File: src/rtl/id_ex_stage_pkg.sv
// Shared definitions for the ID/EX pipeline register slice: opcodes and
// control-bundle bit positions.
package id_ex_stage_pkg;

  localparam int CTRL_W = 10;

  // Bit positions inside the decoder control bundle.
  localparam int CTRL_REGWRITE  = 9;
  localparam int CTRL_ALUOP_MSB = 8;
  localparam int CTRL_ALUOP_LSB = 6;
  localparam int CTRL_ALUSRC    = 5;
  localparam int CTRL_REGDST    = 4;
  localparam int CTRL_BRANCH    = 3;
  localparam int CTRL_MEMTOREG  = 2;
  localparam int CTRL_MEMREAD   = 1;
  localparam int CTRL_MEMWRITE  = 0;

  typedef enum logic [5:0] {
    OP_RTYPE = 6'b000000,
    OP_BGE   = 6'b000001,
    OP_BEQ   = 6'b000100,
    OP_BNE   = 6'b000101,
    OP_BGT   = 6'b000111,
    OP_ADDI  = 6'b001000,
    OP_SLTI  = 6'b001010,
    OP_LW    = 6'b100011,
    OP_SW    = 6'b101011
  } opcode_e;

  // True when the instruction actually reads rt; unknown opcodes read only rs.
  function automatic logic rt_used(input logic [5:0] op);
    logic used;
    used = 1'b0;
    case (op)
      OP_RTYPE, OP_BEQ, OP_BNE, OP_BGE, OP_BGT, OP_SW: used = 1'b1;
      default: used = 1'b0;
    endcase
    return used;
  endfunction

endpackage

File: src/rtl/id_ex_stage_if.sv
// Bus between decode/register-file side and the ID/EX stage: ID inputs,
// registered EX outputs, PC/IF-ID hold strobes and performance counters.
interface id_ex_stage_if #(
  parameter int DATA_W = 32,
  parameter int REG_W  = 5,
  parameter int CNT_W  = 16
) ();
  import id_ex_stage_pkg::*;

  logic              flush_i;
  logic [5:0]        id_op_i;
  logic [CTRL_W-1:0] id_ctrl_i;
  logic [DATA_W-1:0] id_pc4_i;
  logic [DATA_W-1:0] id_rs_data_i;
  logic [DATA_W-1:0] id_rt_data_i;
  logic [DATA_W-1:0] id_imm_i;
  logic [REG_W-1:0]  id_rs_i;
  logic [REG_W-1:0]  id_rt_i;
  logic [REG_W-1:0]  id_rd_i;

  logic              ex_valid_o;
  logic [CTRL_W-1:0] ex_ctrl_o;
  logic [DATA_W-1:0] ex_pc4_o;
  logic [DATA_W-1:0] ex_rs_data_o;
  logic [DATA_W-1:0] ex_rt_data_o;
  logic [DATA_W-1:0] ex_imm_o;
  logic [REG_W-1:0]  ex_rs_o;
  logic [REG_W-1:0]  ex_rt_o;
  logic [REG_W-1:0]  ex_rd_o;
  logic              pc_write_o;
  logic              if_id_write_o;
  logic [CNT_W-1:0]  stall_cnt_o;
  logic [CNT_W-1:0]  flush_cnt_o;

  modport master (
    output flush_i, id_op_i, id_ctrl_i, id_pc4_i, id_rs_data_i, id_rt_data_i,
           id_imm_i, id_rs_i, id_rt_i, id_rd_i,
    input  ex_valid_o, ex_ctrl_o, ex_pc4_o, ex_rs_data_o, ex_rt_data_o,
           ex_imm_o, ex_rs_o, ex_rt_o, ex_rd_o, pc_write_o, if_id_write_o,
           stall_cnt_o, flush_cnt_o
  );

  modport slave (
    input  flush_i, id_op_i, id_ctrl_i, id_pc4_i, id_rs_data_i, id_rt_data_i,
           id_imm_i, id_rs_i, id_rt_i, id_rd_i,
    output ex_valid_o, ex_ctrl_o, ex_pc4_o, ex_rs_data_o, ex_rt_data_o,
           ex_imm_o, ex_rs_o, ex_rt_o, ex_rd_o, pc_write_o, if_id_write_o,
           stall_cnt_o, flush_cnt_o
  );

endinterface

File: src/rtl/id_ex_stage_hazard_detect.sv
// Load-use hazard detection. A load sitting in EX whose destination (rt)
// feeds the instruction in ID forces a one-cycle hold of PC and IF/ID.
// A flush redirects fetch, so the hold strobes are released during a flush.
module id_ex_stage_hazard_detect
  import id_ex_stage_pkg::*;
#(
  parameter int REG_W = 5
) (
  input  logic             ex_mem_read,
  input  logic             ex_valid,
  input  logic [REG_W-1:0] ex_rt,
  input  logic [5:0]       id_op,
  input  logic [REG_W-1:0] id_rs,
  input  logic [REG_W-1:0] id_rt,
  input  logic             flush,
  output logic             stall,
  output logic             pc_write,
  output logic             if_id_write
);

  logic hazard;

  // Hazard compare; register 0 never carries a dependency.
  always_comb begin
    hazard = ex_mem_read & ex_valid & (ex_rt != '0) &
             ((ex_rt == id_rs) | (rt_used(id_op) & (ex_rt == id_rt)));
    stall       = hazard & ~flush;
    pc_write    = ~stall;
    if_id_write = ~stall;
  end

endmodule

File: src/rtl/id_ex_stage.sv
// ID/EX pipeline register with load-use bubble insertion, branch flush and
// saturating stall/flush performance counters.
module id_ex_stage
  import id_ex_stage_pkg::*;
#(
  parameter int DATA_W = 32,
  parameter int REG_W  = 5,
  parameter int CNT_W  = 16
) (
  input  logic          clk_i,
  input  logic          rst_i,
  id_ex_stage_if.slave  bus
);

  logic              ex_valid;
  logic [CTRL_W-1:0] ex_ctrl;
  logic [DATA_W-1:0] ex_pc4;
  logic [DATA_W-1:0] ex_rs_data;
  logic [DATA_W-1:0] ex_rt_data;
  logic [DATA_W-1:0] ex_imm;
  logic [REG_W-1:0]  ex_rs;
  logic [REG_W-1:0]  ex_rt;
  logic [REG_W-1:0]  ex_rd;
  logic [CNT_W-1:0]  stall_cnt;
  logic [CNT_W-1:0]  flush_cnt;
  logic              stall;
  logic              bubble;

  id_ex_stage_hazard_detect #(.REG_W(REG_W)) u_hazard_detect (
    .ex_mem_read (ex_ctrl[CTRL_MEMREAD]),
    .ex_valid    (ex_valid),
    .ex_rt       (ex_rt),
    .id_op       (bus.id_op_i),
    .id_rs       (bus.id_rs_i),
    .id_rt       (bus.id_rt_i),
    .flush       (bus.flush_i),
    .stall       (stall),
    .pc_write    (bus.pc_write_o),
    .if_id_write (bus.if_id_write_o)
  );

  assign bubble = bus.flush_i | stall;

  // Pipeline register: load ID fields, or an all-zero bubble on stall/flush.
  always_ff @(posedge clk_i or posedge rst_i) begin
    if (rst_i) begin
      ex_valid   <= 1'b0;
      ex_ctrl    <= '0;
      ex_pc4     <= '0;
      ex_rs_data <= '0;
      ex_rt_data <= '0;
      ex_imm     <= '0;
      ex_rs      <= '0;
      ex_rt      <= '0;
      ex_rd      <= '0;
    end else if (bubble) begin
      ex_valid   <= 1'b0;
      ex_ctrl    <= '0;
      ex_pc4     <= '0;
      ex_rs_data <= '0;
      ex_rt_data <= '0;
      ex_imm     <= '0;
      ex_rs      <= '0;
      ex_rt      <= '0;
      ex_rd      <= '0;
    end else begin
      ex_valid   <= 1'b1;
      ex_ctrl    <= bus.id_ctrl_i;
      ex_pc4     <= bus.id_pc4_i;
      ex_rs_data <= bus.id_rs_data_i;
      ex_rt_data <= bus.id_rt_data_i;
      ex_imm     <= bus.id_imm_i;
      ex_rs      <= bus.id_rs_i;
      ex_rt      <= bus.id_rt_i;
      ex_rd      <= bus.id_rd_i;
    end
  end

  // Saturating event counters; flush wins, so a flushed hazard is not a stall.
  always_ff @(posedge clk_i or posedge rst_i) begin
    if (rst_i) begin
      stall_cnt <= '0;
      flush_cnt <= '0;
    end else begin
      if (bus.flush_i && (flush_cnt != {CNT_W{1'b1}}))
        flush_cnt <= flush_cnt + 1'b1;
      if (stall && (stall_cnt != {CNT_W{1'b1}}))
        stall_cnt <= stall_cnt + 1'b1;
    end
  end

  assign bus.ex_valid_o   = ex_valid;
  assign bus.ex_ctrl_o    = ex_ctrl;
  assign bus.ex_pc4_o     = ex_pc4;
  assign bus.ex_rs_data_o = ex_rs_data;
  assign bus.ex_rt_data_o = ex_rt_data;
  assign bus.ex_imm_o     = ex_imm;
  assign bus.ex_rs_o      = ex_rs;
  assign bus.ex_rt_o      = ex_rt;
  assign bus.ex_rd_o      = ex_rd;
  assign bus.stall_cnt_o  = stall_cnt;
  assign bus.flush_cnt_o  = flush_cnt;

endmodule

File: src/flat_wrapper.sv
// flat-port wrapper written by rule: the top's interface ports become plain ports
module id_ex_stage_flat import id_ex_stage_pkg::*;
#(
  parameter int DATA_W = 32,
  parameter int REG_W  = 5,
  parameter int CNT_W  = 16
)
  (clk_i, rst_i, bus_flush_i, bus_id_op_i, bus_id_ctrl_i, bus_id_pc4_i, bus_id_rs_data_i, bus_id_rt_data_i, bus_id_imm_i, bus_id_rs_i, bus_id_rt_i, bus_id_rd_i, bus_ex_valid_o, bus_ex_ctrl_o, bus_ex_pc4_o, bus_ex_rs_data_o, bus_ex_rt_data_o, bus_ex_imm_o, bus_ex_rs_o, bus_ex_rt_o, bus_ex_rd_o, bus_pc_write_o, bus_if_id_write_o, bus_stall_cnt_o, bus_flush_cnt_o);
  id_ex_stage_if #(.DATA_W(DATA_W), .REG_W(REG_W), .CNT_W(CNT_W)) bus_i ();
  input  logic clk_i;
  input  logic rst_i;
  input wire logic [$bits(bus_i.flush_i)-1:0] bus_flush_i;
  input wire logic [$bits(bus_i.id_op_i)-1:0] bus_id_op_i;
  input wire logic [$bits(bus_i.id_ctrl_i)-1:0] bus_id_ctrl_i;
  input wire logic [$bits(bus_i.id_pc4_i)-1:0] bus_id_pc4_i;
  input wire logic [$bits(bus_i.id_rs_data_i)-1:0] bus_id_rs_data_i;
  input wire logic [$bits(bus_i.id_rt_data_i)-1:0] bus_id_rt_data_i;
  input wire logic [$bits(bus_i.id_imm_i)-1:0] bus_id_imm_i;
  input wire logic [$bits(bus_i.id_rs_i)-1:0] bus_id_rs_i;
  input wire logic [$bits(bus_i.id_rt_i)-1:0] bus_id_rt_i;
  input wire logic [$bits(bus_i.id_rd_i)-1:0] bus_id_rd_i;
  output wire logic [$bits(bus_i.ex_valid_o)-1:0] bus_ex_valid_o;
  output wire logic [$bits(bus_i.ex_ctrl_o)-1:0] bus_ex_ctrl_o;
  output wire logic [$bits(bus_i.ex_pc4_o)-1:0] bus_ex_pc4_o;
  output wire logic [$bits(bus_i.ex_rs_data_o)-1:0] bus_ex_rs_data_o;
  output wire logic [$bits(bus_i.ex_rt_data_o)-1:0] bus_ex_rt_data_o;
  output wire logic [$bits(bus_i.ex_imm_o)-1:0] bus_ex_imm_o;
  output wire logic [$bits(bus_i.ex_rs_o)-1:0] bus_ex_rs_o;
  output wire logic [$bits(bus_i.ex_rt_o)-1:0] bus_ex_rt_o;
  output wire logic [$bits(bus_i.ex_rd_o)-1:0] bus_ex_rd_o;
  output wire logic [$bits(bus_i.pc_write_o)-1:0] bus_pc_write_o;
  output wire logic [$bits(bus_i.if_id_write_o)-1:0] bus_if_id_write_o;
  output wire logic [$bits(bus_i.stall_cnt_o)-1:0] bus_stall_cnt_o;
  output wire logic [$bits(bus_i.flush_cnt_o)-1:0] bus_flush_cnt_o;
  assign bus_i.flush_i = bus_flush_i;
  assign bus_i.id_op_i = bus_id_op_i;
  assign bus_i.id_ctrl_i = bus_id_ctrl_i;
  assign bus_i.id_pc4_i = bus_id_pc4_i;
  assign bus_i.id_rs_data_i = bus_id_rs_data_i;
  assign bus_i.id_rt_data_i = bus_id_rt_data_i;
  assign bus_i.id_imm_i = bus_id_imm_i;
  assign bus_i.id_rs_i = bus_id_rs_i;
  assign bus_i.id_rt_i = bus_id_rt_i;
  assign bus_i.id_rd_i = bus_id_rd_i;
  assign bus_ex_valid_o = bus_i.ex_valid_o;
  assign bus_ex_ctrl_o = bus_i.ex_ctrl_o;
  assign bus_ex_pc4_o = bus_i.ex_pc4_o;
  assign bus_ex_rs_data_o = bus_i.ex_rs_data_o;
  assign bus_ex_rt_data_o = bus_i.ex_rt_data_o;
  assign bus_ex_imm_o = bus_i.ex_imm_o;
  assign bus_ex_rs_o = bus_i.ex_rs_o;
  assign bus_ex_rt_o = bus_i.ex_rt_o;
  assign bus_ex_rd_o = bus_i.ex_rd_o;
  assign bus_pc_write_o = bus_i.pc_write_o;
  assign bus_if_id_write_o = bus_i.if_id_write_o;
  assign bus_stall_cnt_o = bus_i.stall_cnt_o;
  assign bus_flush_cnt_o = bus_i.flush_cnt_o;
  id_ex_stage #(.DATA_W(DATA_W), .REG_W(REG_W), .CNT_W(CNT_W)) u_core (.clk_i(clk_i), .rst_i(rst_i), .bus(bus_i));
endmodule
File: config.mk
export PLATFORM = sky130hd
export DESIGN_NAME = id_ex_stage_flat
export DESIGN_NICKNAME = d
export VERILOG_FILES = /design/src/rtl/id_ex_stage_pkg.sv /design/src/rtl/id_ex_stage_if.sv /design/src/rtl/id_ex_stage_hazard_detect.sv /design/src/rtl/id_ex_stage.sv /design/src/flat_wrapper.sv
export SDC_FILE = /design/constraint.sdc
export NUM_CORES = 1
export LEC_CHECK = 0
export ABC_AREA = 1
export BUFFER_PORTS_ARGS = -buffer_cell sky130_fd_sc_hd__buf_2
export CAP_MARGIN = 20
export CORE_AREA = 2 2 154 171
export CTS_CLUSTER_SIZE = 28
export DETAILED_ROUTE_END_ITERATION = 12
export DIE_AREA = 0 0 156 173
export PLACE_DENSITY = 0.6
export SLEW_MARGIN = 0
export SYNTH_ARGS = -nofsm -noshare
export SYNTH_HDL_FRONTEND = slang
export SYNTH_HIERARCHICAL = 1
export SYNTH_SLANG_ARGS = --single-unit
File: constraint.sdc
create_clock -name clk_i -period 7.45 [get_ports clk_i]
set_input_delay 1.49 -clock clk_i [delete_from_list [all_inputs] [get_ports clk_i]]
set_output_delay 1.49 -clock clk_i [all_outputs]
set_load 0.02 [all_outputs]
== After elaboration in Yosys (flattened, before gate mapping) ==
Cells that the tools add are included.

* Register bits: 186
* Bits in latches: 0
* Memory bits (writable): 0
* Bits in read-only memories: 0
* Bits of input ports: 162
* Output and inout port bits: 188
* Memories: 0

* Add/subtract/negate cells: 2
* Multiply operators: 0
* Divide/modulo/power cells: 0
* $lt $le $gt $ge: 0
* Equality and inequality tests: 9
* Shift-type cells: 0
* Muxes and demuxes: 10
* Bitwise logic cells: 9
* Reductions and logical operators: 5

{| class="wikitable"
|+ Operators with widths
! kind !! number
|-
| $mux W32 || 4
|-
| $add A16 B1 Y16 const B || 2
|-
| $ne A16 B16 Y1 const B || 2
|-
| $eq A6 B3 Y1 const B || 3
|-
| $mux W5 || 3
|-
| $eq A5 B5 Y1 || 2
|-
| $mux W10 || 1
|-
| $eq A6 B1 Y1 const B || 1
|-
| $eq A6 B6 Y1 const B || 1
|-
| $logic_not A6 Y1 || 1
|-
| $reduce_or A6 Y1 || 1
|-
| $and A1 B1 Y1 || 5
|-
| $reduce_bool A5 Y1 || 1
|-
| $logic_and A1 B1 Y1 || 2
|-
| $mux W1 || 2
|-
| $not A1 Y1 || 2
|-
| $or A1 B1 Y1 || 2
|}

== Longest topological paths before layout ==
* Depth in word-level cells: 9
* Gate-level depth with buffers: 13

== Cells and area by module ==
The synthesis kept the hierarchy.

{| class="wikitable"
|+ By module, submodules not included
! module !! times used !! cells each !! area each (um^2)
|-
| id_ex_stage || 1 || 782 || 7,208.2
|-
| id_ex_stage_hazard_detect || 1 || 46 || 227.7
|}

== Worst setup path before layout ==
OpenSTA, ideal clock, no wires.

* Kind: input to output
* Start: input port bus_id_rs_i[1]
* End: output port bus_pc_write_o
* Arrival time: 2.339 ns
* Data required time: 5.960 ns
* Slack: 3.621 ns
* Stages: 6
* Buffers on the path: 1
* Path through: or2_0 > a21oi_1 > nand3_1 > nand2_1 > nand2_1 > buf_4

* Word-level cells in the longest chain between the ends: 5

{| class="wikitable"
|+ Ends and longest elaborated chain
! item !! line !! text
|-
| start, declared || flat_wrapper.sv:19 || <nowiki>input wire logic [$bits(bus_i.id_rs_i)-1:0] bus_id_rs_i;</nowiki>
|-
| $eq A5 B5 Y1 || id_ex_stage_hazard_detect.sv:26 || <nowiki>((ex_rt == id_rs) | (rt_used(id_op) & (ex_rt == id_rt)));</nowiki>
|-
| $or A1 B1 Y1 || id_ex_stage_hazard_detect.sv:26 ||
|-
| $and A1 B1 Y1 || id_ex_stage_hazard_detect.sv:25 || <nowiki>hazard = ex_mem_read & ex_valid & (ex_rt != '0) &</nowiki>
|-
| $and A1 B1 Y1 || id_ex_stage_hazard_detect.sv:27 || <nowiki>stall = hazard & ~flush;</nowiki>
|-
| $not A1 Y1 || - ||
|-
| end, declared || flat_wrapper.sv:31 || <nowiki>output wire logic [$bits(bus_i.pc_write_o)-1:0] bus_pc_write_o;</nowiki>
|}

No other way between the ends.

== Worst setup path after layout ==
* Start: input port bus_id_rs_i[1]
* End: output port bus_if_id_write_o

* Word-level cells in the longest chain between the ends: 5

{| class="wikitable"
|+ Ends and longest elaborated chain
! item !! line !! text
|-
| $eq A5 B5 Y1 || id_ex_stage_hazard_detect.sv:26 ||
|-
| $or A1 B1 Y1 || id_ex_stage_hazard_detect.sv:26 ||
|-
| $and A1 B1 Y1 || id_ex_stage_hazard_detect.sv:25 ||
|-
| $and A1 B1 Y1 || id_ex_stage_hazard_detect.sv:27 ||
|-
| $not A1 Y1 || id_ex_stage_hazard_detect.sv:29 || <nowiki>if_id_write = ~stall;</nowiki>
|-
| end, declared || flat_wrapper.sv:32 || <nowiki>output wire logic [$bits(bus_i.if_id_write_o)-1:0] bus_if_id_write_o;</nowiki>
|}

No other way between the ends.

==> results.md <==
* Share of cells above drive strength 1 at 0.346
* Final Power at 2.38 mW
* Min-delay worst type: reg2reg
* WL final at 20000 um
* Gr ovfl total at 0
* Leading area contributor after synthesis: dfrtp_1
* Die area at 27000 sq um
* Final setup viols at 0
* Clock buffer depth at 2
* Boundary Pins at 350
* Post-synthesis cell type count at 27
* Yosys warnings at 6
* Leakage at approximately 6.1 nW
* Clk sink count at 186
* Fill count at 2521
* Final core occ at 0.402
* NumNets Final at 1344
* DRT antenna net count at 0
* Row Count at 61
* RSZ-0062 raised after global routing: no
* Post-cts sizing count at 0
* P_int at 1.70 mW
* Die H at ~170 um
* Clock Latency Late Sink at 0.43 ns
* Final count of hold timing violations at 0
* Setup Buffers After CTS at 0
* DP Cell Count at roughly 1500
* Clock power frac at 0.398
* Area contributors post-synth: dfrtp_1, inv_1, nor2_1
* Sequential element share of the synthesized area at 0.626
* Post-DR wirelength/cell at 13.3 um
* Htree depth at 4
* Total GRT Usage at 0.152
* Final Skew at about 0.010 ns
* Drt pass-1 iters at 4
* Vias in the first global route at 6311
* GR Layer Usage met2 at 0.265
* Drt first-iter violations at 308
* Drc violations at 0
* Net Sw Power at roughly 0.68 mW
* CTS buffer count at 17
* Multi-input logic area at 1890 sq um
* Die width at 156 um
* Slew Limit Headroom at 0.363
* Max Clk Rate at 0.252 GHz
* Max IR drop VDD at 0.130 mV
* Final cell count without fillers at 1509
* CP required at ~6.0 ns
* Setup_tns at 0 ns
* Layout area overhead at 35.7%
* TritonCTS clock tree: done
* Vias at 6142
* Routability cong. at approximately 0.8
* CP startpoint kind: input pin
* Period utilisation layout at 0.532
* PortBufs at between 300 and 400
* GR Util met1 at 0.167
* Flop pwr share at 0.467
* Crit path arrival time at 2.47 ns
* Register area at 4650 sq um
* Initial antenna violation count at 3
* Crit path capture type: primary output
* Cells after synthesis at 828
* GR peak layer: met2
* Root Driver: clkbuf_16
* Gate power share at 0.136
* Avg Cell Area, Syn at between 8 and 9 sq um
* Top cell type's share of synthesized area at 0.626
* Post-synthesis cell area at ~7400 sq um
* Worst slew pin tran at 0.955 ns
* Post-detail-place hpwl at 14800 um
* First-pass GRT wire length at between 30000 and 40000 um
* Core Area at 25100 sq um
* Switching portion of total power at 0.285
* Outcome: completed
* Crit-path max FO at 3
* Vias per cell at 4.07
* Critical path class: in2out
* Max-slew violations at 0
* Largest net degree at the start of global routing at 110
* GR Layer Usage met3 at 0.0647
* PwrDens at 236 nW/um^2
* Hold-fix buffers, CTS at 0
* CTS clock-pin slew for the worst setup and hold paths at around 0.080 ns
* Max-Cap Viols at 0
* Initial core utilization at 0.296
* Min Tclk post-route at around 4 ns
* FF+latch count, synth at around 190
* Net Count, Synth at 992
-- synthesized netlist by cell type --
master	n
nor2_1	194
nand3_2	1
a21oi_1	1
xor2_1	6
dfrtp_1	186
a21oi_2	1
nor2_4	3
nand2_4	2
inv_1	194
nand2_2	6
nand2_1	137
or2_0	1
xnor2_1	6
nor2_2	7
o21ai_0	5
buf_6	9
nor3_1	2
nand3b_1	5
inv_2	3
nand4_2	1
buf_4	2
ha_1	2
nand3_1	24
o21ai_2	4
o21ai_1	6
buf_2	8
nand4_1	12
-- state kept, by name (all words and copies together), names as in the netlist --
name                     cells
u_core/bus.ex_imm_o         32
u_core/bus.ex_rt_data_o     32
u_core/bus.ex_ctrl_o        10
u_core/bus.stall_cnt_o      16
u_core/bus.ex_rd_o           5
u_core/bus.ex_rs_o           5
u_core/bus.ex_pc4_o         32
u_core/bus.ex_rt_o           5
u_core/bus.ex_rs_data_o     32
u_core/bus.flush_cnt_o      16
u_core/bus.ex_valid_o        1
-- metrics by stage --
stage | hold WS [ns] | area, sq um | setup slack (ns)
floorplan | 0.609 | 7440 | 0.903
global placement | 0.521 | 9450 | 3.20
detailed placement | 0.521 | 9450 | 3.15
CTS | 0.542 | 10100 | 3.45
global route | 0.564 | 10100 | 3.36
finish | 0.541 | 10100 | 3.49
-- critical path, cell delays in order --
cell,delay (ns)
buf_2,0.11
or2_0,0.21
a21oi_1,0.16
nand3_1,0.13
nand2_1,0.09
nand2_1,0.10
buf_2,0.18
-- cell type report --
cell class / count / share of cell area
inverter: 197 / 0.0743
multi-input combinational: 426 / 0.187
timing repair buffer: 352 / 0.177
clock inverter: 14 / 0.0172
antenna: 1 / 0.000248
sequential: 186 / 0.461
clock buffer: 18 / 0.0435
tap: 315 / 0.0391
-- cells by family after synthesis --
logic type                 count (synthesis)  share of synthesized area
buffers and inverters                    216                      0.120
DFF                                      186                      0.626
adders and majority gates                  2                    0.00336
AOI/OAI and AO/OA                         17                     0.0140
and+or+nand+nor                          395                      0.222
xor gates and xnor gates                  12                     0.0141
-- per-layer routing --
metal / wire length [um] / share of wire
met1: 7740 / 0.39
met2: 10000 / 0.50
met3: 1940 / 0.097
met4: 300 / 0.015
met5: 11 / 0.00055
-- power groups by stage --
| stage | combinational [mW] | clock (mW) | sequential, mW |
|---|---|---|---|
| floorplan | 0.111 | 0 | 1.20 |
| global placement | 0.324 | 0 | 1.13 |
| detailed placement | 0.328 | 0 | 1.13 |
| CTS | 0.328 | 0.980 | 1.11 |
| global route | 0.362 | 1.03 | 1.12 |
| finish | 0.323 | 0.946 | 1.11 |
-- final timing paths --
check | from | end | slack [ns] | cells after the start
max | bus_id_rs_i[1] | bus_if_id_write_o | 3.49 | 7
min | u_core/bus.stall_cnt_o[15] | u_core/bus.stall_cnt_o[15] | 0.54 | 2
max reg2reg | u_core/bus.ex_rt_o[1] | u_core/bus.ex_rt_data_o[10] | 4.40 | 8
min reg2reg | u_core/bus.stall_cnt_o[15] | u_core/bus.stall_cnt_o[15] | 0.54 | 2
max in group asynchronous | rst_i | u_core/bus.ex_pc4_o[23] | 5.14 | 4
min in group asynchronous | rst_i | u_core/bus.ex_rt_data_o[4] | 1.19 | 2
-- cells in the final DEF (no fill, tap or decap) --
cell type | Yosys | final
buf_2 | 8 | 349
nor2_1 | 194 | 194
inv_1 | 194 | 193
dfrtp_1 | 186 | 186
nand2_1 | 137 | 137
nand3_1 | 24 | 24
clkbuf_16 | 0 | 17
nand4_1 | 12 | 12
nor2_2 | 7 | 7
inv_6 | 0 | 6
nand2_2 | 6 | 6
xnor2_1 | 6 | 6
o21ai_1 | 6 | 6
xor2_1 | 6 | 6
o21ai_0 | 5 | 5
nand3b_1 | 5 | 5
o21ai_2 | 4 | 4
clkinv_4 | 0 | 3
nor2_4 | 3 | 3
bufinv_16 | 0 | 2
inv_8 | 0 | 2
inv_2 | 3 | 2
nand2_4 | 2 | 2
nor3_1 | 2 | 2
ha_1 | 2 | 2
buf_4 | 2 | 2
diode_2 | 0 | 1
clkbuf_8 | 0 | 1
clkinvlp_4 | 0 | 1
clkinv_8 | 0 | 1
inv_4 | 0 | 1
nand4_2 | 1 | 1
nand3_2 | 1 | 1
buf_16 | 0 | 1
or2_0 | 1 | 1
a21oi_1 | 1 | 1
a21oi_2 | 1 | 1
Note: power is estimated with default switching activity, not from simulation.
